**src/rtl/turbo_pkt_dispatch_if.sv**
```systemverilog
// rtl/turbo_pkt_dispatch_if.sv - FIFO read-port and per-channel signal bundle for turbo_pkt_dispatch
interface turbo_pkt_dispatch_if #(
    parameter int BUS    = 534,
    parameter int NUM_CH = 2,
    parameter int CH_W   = (NUM_CH > 1) ? $clog2(NUM_CH) : 1
);
    logic [BUS-1:0]    fifo_q;
    logic              fifo_empty;
    logic              fifo_rdreq;
    logic [NUM_CH-1:0] ch_ready_in;
    logic [NUM_CH-1:0] ch_en;
    logic [BUS-1:0]    ch_data;
    logic [CH_W-1:0]   cur_ch;
    logic              busy;
    logic              pkt_done;

    // dispatcher side
    modport master (
        input  fifo_q, fifo_empty, ch_ready_in,
        output fifo_rdreq, ch_en, ch_data, cur_ch, busy, pkt_done
    );

    // FIFO / decoder side
    modport slave (
        output fifo_q, fifo_empty, ch_ready_in,
        input  fifo_rdreq, ch_en, ch_data, cur_ch, busy, pkt_done
    );
endinterface

```
**src/rtl/turbo_pkt_dispatch.sv**
```systemverilog
// rtl/turbo_pkt_dispatch.sv - packet dispatcher from FIFO to NUM_CH decoders; optional stats via DISPATCH_STATS_EN
module turbo_pkt_dispatch #(
    parameter int BUS           = 534,
    parameter int NUM_CH        = 2,
    parameter int BEATS_PER_PKT = 25,
    parameter int RD_SPACING    = 4,
    parameter int SEL_MODE      = 0
) (
    input  logic                 clk_st,
    input  logic                 rst,
    turbo_pkt_dispatch_if.master bus
`ifdef DISPATCH_STATS_EN
    ,
    output logic [NUM_CH*16-1:0] pkt_cnt,
    output logic [15:0]          stall_cnt
`endif
);

    localparam int CH_W  = (NUM_CH > 1) ? $clog2(NUM_CH) : 1;
    localparam int BC_W  = (BEATS_PER_PKT > 1) ? $clog2(BEATS_PER_PKT) : 1;
    localparam int SP_W  = (RD_SPACING > 1) ? $clog2(RD_SPACING) : 1;
    localparam int PAD_N = 1 << CH_W;

    localparam logic [0:0] ST_SEL  = 1'b0;
    localparam logic [0:0] ST_XFER = 1'b1;

    logic [0:0]        state;
    logic [CH_W-1:0]   ptr;
    logic [CH_W-1:0]   cur_ch;
    logic [CH_W-1:0]   en_ch;
    logic [CH_W-1:0]   cand;
    logic [CH_W-1:0]   sel_ch;
    logic              sel_found;
    logic [BC_W-1:0]   beat_cnt;
    logic [SP_W-1:0]   spc_cnt;
    logic              rdreq;
    logic              rd_last;
    logic              rd_go;
    logic              beat_last;
    logic [NUM_CH-1:0] ch_en;
    logic [NUM_CH-1:0] en_oh;
    logic              pkt_done;
    logic [PAD_N-1:0]  rdy_pad;
    int                scan_idx;

    // widen the ready vector so every CH_W-bit channel index lands in range
    always_comb begin
        rdy_pad = '0;
        rdy_pad[NUM_CH-1:0] = bus.ch_ready_in;
    end

    assign cand = (ptr == CH_W'(NUM_CH - 1)) ? '0 : ptr + CH_W'(1);

    // pick the channel to lock: strict candidate, or first ready one scanning upward with wrap
    always_comb begin
        sel_found = 1'b0;
        sel_ch    = cand;
        scan_idx  = 0;
        if (SEL_MODE == 0) begin
            sel_found = rdy_pad[cand];
        end else begin
            // walk offsets high to low so the nearest ready channel wins
            for (int i = NUM_CH - 1; i >= 0; i--) begin
                scan_idx = int'(cand) + i;
                if (scan_idx >= NUM_CH) begin
                    scan_idx = scan_idx - NUM_CH;
                end
                if (rdy_pad[CH_W'(scan_idx)]) begin
                    sel_found = 1'b1;
                    sel_ch    = CH_W'(scan_idx);
                end
            end
        end
    end

    assign rd_go     = (state == ST_XFER) && !bus.fifo_empty && rdy_pad[cur_ch] && (spc_cnt == '0);
    assign beat_last = (beat_cnt == BC_W'(BEATS_PER_PKT - 1));

    // channel lock / release and beat counting within the locked packet
    always_ff @(posedge clk_st or posedge rst) begin
        if (rst) begin
            state    <= ST_SEL;
            ptr      <= CH_W'(NUM_CH - 1);
            cur_ch   <= '0;
            beat_cnt <= '0;
        end else if (state == ST_SEL) begin
            if (sel_found) begin
                cur_ch <= sel_ch;
                ptr    <= sel_ch;
                state  <= ST_XFER;
            end
        end else begin
            if (rd_go) begin
                if (beat_last) begin
                    beat_cnt <= '0;
                    state    <= ST_SEL;
                end else begin
                    beat_cnt <= beat_cnt + BC_W'(1);
                end
            end
        end
    end

    // pop strobe, pop spacing, and capture of the beat's destination for the next cycle
    always_ff @(posedge clk_st or posedge rst) begin
        if (rst) begin
            rdreq   <= 1'b0;
            spc_cnt <= '0;
            en_ch   <= '0;
            rd_last <= 1'b0;
        end else begin
            rdreq <= rd_go;
            if (rd_go) begin
                spc_cnt <= SP_W'(RD_SPACING - 1);
                en_ch   <= cur_ch;
                rd_last <= beat_last;
            end else if (spc_cnt != '0) begin
                spc_cnt <= spc_cnt - SP_W'(1);
            end
        end
    end

    // one-hot decode of the captured destination; the last beat still targets the old channel
    always_comb begin
        en_oh = '0;
        for (int i = 0; i < NUM_CH; i++) begin
            en_oh[i] = (en_ch == CH_W'(i));
        end
    end

    // beat strobe follows the pop by one cycle, when FIFO data is valid
    always_ff @(posedge clk_st or posedge rst) begin
        if (rst) begin
            ch_en    <= '0;
            pkt_done <= 1'b0;
        end else begin
            ch_en    <= rdreq ? en_oh : '0;
            pkt_done <= rdreq & rd_last;
        end
    end

    assign bus.fifo_rdreq = rdreq;
    assign bus.ch_en      = ch_en;
    assign bus.ch_data    = bus.fifo_q;
    assign bus.cur_ch     = cur_ch;
    assign bus.busy       = (state == ST_XFER);
    assign bus.pkt_done   = pkt_done;

`ifdef DISPATCH_STATS_EN
    logic stall_now;

    assign stall_now = (state == ST_XFER) && !bus.fifo_empty && (spc_cnt == '0) && !rdy_pad[cur_ch];

    // per-channel wrapping packet counters
    always_ff @(posedge clk_st or posedge rst) begin
        if (rst) begin
            pkt_cnt <= '0;
        end else begin
            for (int i = 0; i < NUM_CH; i++) begin
                if (pkt_done && ch_en[i]) begin
                    pkt_cnt[i*16 +: 16] <= pkt_cnt[i*16 +: 16] + 16'd1;
                end
            end
        end
    end

    // saturating count of cycles lost to the locked channel not being ready
    always_ff @(posedge clk_st or posedge rst) begin
        if (rst) begin
            stall_cnt <= '0;
        end else if (stall_now && (stall_cnt != 16'hFFFF)) begin
            stall_cnt <= stall_cnt + 16'd1;
        end
    end
`endif

endmodule

```
**src/flat_wrapper.sv**
```systemverilog
// flat-port wrapper written by rule: the top's interface ports become plain ports
module turbo_pkt_dispatch_flat 
#(
    parameter int BUS           = 534,
    parameter int NUM_CH        = 2,
    parameter int BEATS_PER_PKT = 25,
    parameter int RD_SPACING    = 4,
    parameter int SEL_MODE      = 0
)
  (clk_st, rst, bus_fifo_q, bus_fifo_empty, bus_ch_ready_in, bus_fifo_rdreq, bus_ch_en, bus_ch_data, bus_cur_ch, bus_busy, bus_pkt_done);
  turbo_pkt_dispatch_if #(.BUS(BUS), .NUM_CH(NUM_CH)) bus_i ();
  input  logic clk_st;
  input  logic rst;
  input wire logic [$bits(bus_i.fifo_q)-1:0] bus_fifo_q;
  input wire logic [$bits(bus_i.fifo_empty)-1:0] bus_fifo_empty;
  input wire logic [$bits(bus_i.ch_ready_in)-1:0] bus_ch_ready_in;
  output wire logic [$bits(bus_i.fifo_rdreq)-1:0] bus_fifo_rdreq;
  output wire logic [$bits(bus_i.ch_en)-1:0] bus_ch_en;
  output wire logic [$bits(bus_i.ch_data)-1:0] bus_ch_data;
  output wire logic [$bits(bus_i.cur_ch)-1:0] bus_cur_ch;
  output wire logic [$bits(bus_i.busy)-1:0] bus_busy;
  output wire logic [$bits(bus_i.pkt_done)-1:0] bus_pkt_done;
  assign bus_i.fifo_q = bus_fifo_q;
  assign bus_i.fifo_empty = bus_fifo_empty;
  assign bus_i.ch_ready_in = bus_ch_ready_in;
  assign bus_fifo_rdreq = bus_i.fifo_rdreq;
  assign bus_ch_en = bus_i.ch_en;
  assign bus_ch_data = bus_i.ch_data;
  assign bus_cur_ch = bus_i.cur_ch;
  assign bus_busy = bus_i.busy;
  assign bus_pkt_done = bus_i.pkt_done;
  turbo_pkt_dispatch #(.BUS(BUS), .NUM_CH(NUM_CH), .BEATS_PER_PKT(BEATS_PER_PKT), .RD_SPACING(RD_SPACING), .SEL_MODE(SEL_MODE)) u_core (.clk_st(clk_st), .rst(rst), .bus(bus_i));
endmodule
```
**config.mk**
```make
export PLATFORM = sky130hd
export DESIGN_NAME = turbo_pkt_dispatch_flat
export DESIGN_NICKNAME = d
export VERILOG_FILES = /design/src/rtl/turbo_pkt_dispatch_if.sv /design/src/rtl/turbo_pkt_dispatch.sv /design/src/flat_wrapper.sv
export SDC_FILE = /design/constraint.sdc
export NUM_CORES = 1
export LEC_CHECK = 0
export ABC_AREA = 1
export CAP_MARGIN = 20
export CORE_AREA = 2 2 420 422
export DETAILED_ROUTE_END_ITERATION = 10
export DIE_AREA = 0 0 422 424
export DONT_BUFFER_PORTS = 1
export GPL_ROUTABILITY_DRIVEN = 0
export MAX_ROUTING_LAYER = met4
export PLACE_DENSITY = 0.3
export SYNTH_ARGS = -nofsm -noshare
export SYNTH_HDL_FRONTEND = slang
export SYNTH_SLANG_ARGS = --single-unit
```
**constraint.sdc**
```tcl
create_clock -name clk_st -period 1.25 [get_ports clk_st]
set_clock_uncertainty 0.15 [all_clocks]
set_input_delay 0.0625 -clock clk_st [delete_from_list [all_inputs] [get_ports clk_st]]
set_output_delay 0.0625 -clock clk_st [all_outputs]
set_load 0.02 [all_outputs]
```
==> results of run 1 <==
## logic make-up after synthesis
group                    synth area share (%)
AO/OA/AOI/OAI                            1.08
XOR/XNOR                                0.184
adder cells (fa/ha/maj)                 0.788
buffers and inverters                    85.6
flip-flops                               8.43
AND/OR/NAND/NOR                          3.89
## per-stage QoR
stage	cells	worst slack (ps)	setup TNS, ps	hold slack, ps
after floorplan	621	-31.5	-31.5	-175
after global placement	2442	-124	-531	-119
after detailed placement	2442	-132	-565	-119
==> metrics.cfg, run 1 <==
[logic_synthesis]
synth_top_area_share_pct = 84.1
ys_types = 21
synth_flop_cell = dfrtp_1
synth_area_leader_cell = buf_4
synthTopCellsByCount = buf_4, nand2_1, dfrtp_1, inv_1, o21ai_1
synth_most_common_cell = buf_4
postSynthAreaPerCell_um2 = 7.67
synthCells = 621
ys_warn_count = 0
yosysSeqAreaShare_pct = 8.43
synthArstFlopShare_pct = 100
synthTopCellsByArea = buf_4, dfrtp_1, nand2_1
synth_seq_cells = 16
synth_nets = 1163
synth.cell_area_um2 = 4760
synth_edf_count = 0

[die]
die_w_um = 422
initial_core_util_pct = 2.72
num_rows = 154
die_h_um = 424
ios = 1079

[status]
outcome = stopped before the end
error = [ERROR RSZ-0060] Max buffer count reached.
stop_stage = clock tree synthesis (4_1_cts)

[clocking]
cts_made_buffers = 3
ctsResizeCount = 8
clock_path_buffers = 2
cts_setup_buffers = 0
root_buffer = clkbuf_16
ctsHtreeMaxLevel = 1
hold_buffers = 490
clkSinkCount = 16

[place]
port_buffers = 0
dpl_cell_area_um2 = 3800
place_hpwl_um = 93100

==> inputs of run 2 (changes only) <==
--- a/config.mk
+++ b/config.mk
@@ -7,13 +7,12 @@
 export LEC_CHECK = 0
 export ABC_AREA = 1
 export CAP_MARGIN = 20
-export CORE_AREA = 2 2 420 422
+export CORE_AREA = 2 2 416 418
 export DETAILED_ROUTE_END_ITERATION = 10
-export DIE_AREA = 0 0 422 424
+export DIE_AREA = 0 0 418 420
 export DONT_BUFFER_PORTS = 1
 export GPL_ROUTABILITY_DRIVEN = 0
-export MAX_ROUTING_LAYER = met4
-export PLACE_DENSITY = 0.3
+export PLACE_DENSITY_LB_ADDON = 0.15
 export SYNTH_ARGS = -nofsm -noshare
 export SYNTH_HDL_FRONTEND = slang
 export SYNTH_SLANG_ARGS = --single-unit
==> constraint.sdc (replaced) <==
create_clock -name clk_st -period 1.6 [get_ports clk_st]
set_clock_uncertainty 0.15 [all_clocks]
set_input_delay 0.08 -clock clk_st [delete_from_list [all_inputs] [get_ports clk_st]]
set_output_delay 0.08 -clock clk_st [all_outputs]
set_load 0.02 [all_outputs]
==> run 2 against run 1 <==
The run now ends clean. Synthesized cell count stayed put. Synthesized area did not move.
==> metrics.cfg, run 2 <==
[status]
outcome = finished clean

[die]
core_um2 = 171000
ios = 1079  ; unchanged
die_w_um = 418  ; -0.95%
num_rows = 152  ; -1.3%
die_area_um2 = 176000
initial_core_util_pct = 2.79  ; +0.063 points
die_h_um = 420  ; -0.94%

[logic_synthesis]
synthTopCellsByCount = buf_4, nand2_1, dfrtp_1, inv_1, o21ai_1
yosysSeqAreaShare_pct = 8.43  ; unchanged
postSynthAreaPerCell_um2 = 7.67  ; unchanged
synth_most_common_cell = buf_4
synth_top_family_by_area = buffers and inverters
ys_warn_count = 0  ; unchanged
synth_adder_area_share_pct = 0.788  ; unchanged
synth.cell_area_um2 = 4760  ; unchanged
ys_types = 21  ; unchanged
synth_seq_cells = 16  ; unchanged
yosys.area_share.simple_pct = 3.89  ; unchanged
synth_top_area_share_pct = 84.1  ; unchanged
synth_nets = 1163  ; unchanged
synth_flop_cell = dfrtp_1
synthTopCellsByArea = buf_4, dfrtp_1, nand2_1
synth_compound_area_share_pct = 1.08  ; unchanged
synth_area_leader_cell = buf_4
synthMuxAreaShare_pct = 0  ; unchanged
synthCells = 621  ; unchanged
synth_edf_count = 0  ; unchanged
synthArstFlopShare_pct = 100  ; unchanged
synthXorXnorAreaFrac_pct = 0.184  ; unchanged

[sta]
rsz0062_at_grt = no
hold_slack_ps = 10.0
tns_ps = 0
period_needed_ps = 1400
setup_viol = 0
tightest_slew_ps = 702
slew_headroom_pct = 53.2
finalCritPeriodShare_pct = 87.7
slew_violations = 0
finalHoldViolCount = 0
max_clock_freq_mhz = 713

[detailed_routing]
drt-vias-per-instance = 0.748
drt_iter0_drc = 201
totalWireLength_um = 49600
drtAntennaViolNets = 0
avgRoutedWirePerCell_um = 21.3
route.detailed.drc = 0
drt_first_pass_iters = 4
vias = 1744

[cells_and_area]
drive_gt1_share_pct = 14.4
area_delta_synth_final_pct = -22.4
final_cells = 2330
final_cell_mix = nand2_1, inv_1, dfrtp_1
largest_reg_flops = 5
regMostFlops = u_core.beat_cnt
num_antenna_cells = 0
top_regs = u_core.beat_cnt (5), u_core.bus.ch_en (2), u_core.spc_cnt (2)
layout_commonest_cell = nand2_1
nNetsFinal = 640

[clocking]
path_clk_slew_ps = 50
clock_path_buffers = 2  ; unchanged
cts_setup_buffers = 0  ; unchanged
ctsHtreeMaxLevel = 1  ; unchanged
cts_tree = done
clkSinkCount = 16  ; unchanged
cts_made_buffers = 3  ; unchanged
clock_latency_ps = 240
root_buffer = clkbuf_16

[worst_setup_path]
cp_max_fo = 5
crit_path_start_kind = flop
critPathCaptureType = flop
required_ps = 1570
cp-startpoint = u_core.beat_cnt[0]$_DFFE_PP0P_
critPathKind = reg -> reg
critPathArrivalTime_ps = 1380
rr_worst_depth = 5
r2r_start = u_core.beat_cnt[0]$_DFFE_PP0P_

[place]
place_inst = 2322  ; -4.9%
place_hpwl_um = 44900  ; -52%
port_buffers = 0  ; unchanged

[min_path]
hold_class = in -> out
worstHoldPathCells = 0
hp-start = bus_fifo_q[178]

[global_route]
use_met1_pct = 2.27
grt.busiest_layer = met3
grt_pass1_vias = 1651
grt_max_degree = 17
gr-total-overflow = 0
grt_use_met3_pct = 11.2
met2_usage_pct = 6.49
track_usage_pct = 5.26
grt_pass1_wl_um = 52500
antenna_found_initial = 0

[job]
drv_cap = 0

[pwr]
ir_drop_mv = 0.226
power_density_nw_per_um2 = 403
p_leak_nw = 0.521

run 2: cell type report:
type / count / area (um2)
Clock buffer: 4 / 88.8
Fill cell: 20400 / 167000
Inverter: 16 / 60.1
Multi-Input combinational cell: 54 / 290
Sequential cell: 16 / 402
Tap cell: 2233 / 2790
Timing Repair Buffer: 7 / 62.6
run 2: layer usage:
layer	wire length, um	up-vias
met1	7370	575
met2	18900	730
met5	530	-
met4	1090	12
met3	21700	138
li1	-	289
run 2: per-stage QoR:
step | utilization (%) | power [mW] | cell area [um2] | setup slack [ps]
global route | 2.16 | 1.62 | 3700 | 57.0
finish | 2.16 | 1.49 | 3700 | 197
CTS | 2.16 | 1.52 | 3690 | 117
detailed placement | 2.08 | 0.945 | 3560 | 131
floorplan | - | 2.80 | 4760 | 279
global placement | 2.08 | 0.939 | 3560 | 161
run 2: worst max-delay path: stages (launching register included):
cell and delay (ps):
dfrtp_1 400, inv_1 90, ha_1 180, nand4_2 200
o21bai_2 200, nand2_1 60
run 2: path summary, 6_finish.rpt:
check,slack (ps),to
worst max-delay path,200,u_core.bus.busy$_DFF_PP0_
worst min-delay path,10,bus_ch_data[178]
worst max register to register,200,u_core.bus.busy$_DFF_PP0_
worst min register to register,330,u_core.ptr$_DFFE_PP1P_
max in group asynchronous,610,u_core.bus.ch_en[1]$_DFF_PP0_
min in group asynchronous,240,u_core.bus.cur_ch$_DFFE_PP0P_
run 2: kinds of logic (layout without fill, tap and decap cells):
group           count (synthesis)  after routing
buf+inv                       551             27
simple gates                   41             41
flops                          16             16
xor+xnor                        1              1
compound gates                  9              9
fa+ha+maj                       3              3
run 2: what timing repair did:
item                                   in CTS  in global routing
setup endpoints to repair                   0                  1
endpoints found under the hold margin      20                  0
gates resized for setup                     0                  1
hold buffers                                4                  0
run 2: where the power goes:
group / switching (mW) / leakage, nW / total [mW] / internal (mW)
Combinational: 0.198 / 0.275 / 0.343 / 0.145
Clock: 0.165 / 0.0442 / 0.545 / 0.380
Sequential: 0.0989 / 0.202 / 0.601 / 0.502
Total: 0.462 / 0.521 / 1.49 / 1.03
Note: power is estimated with default switching activity, not from simulation.
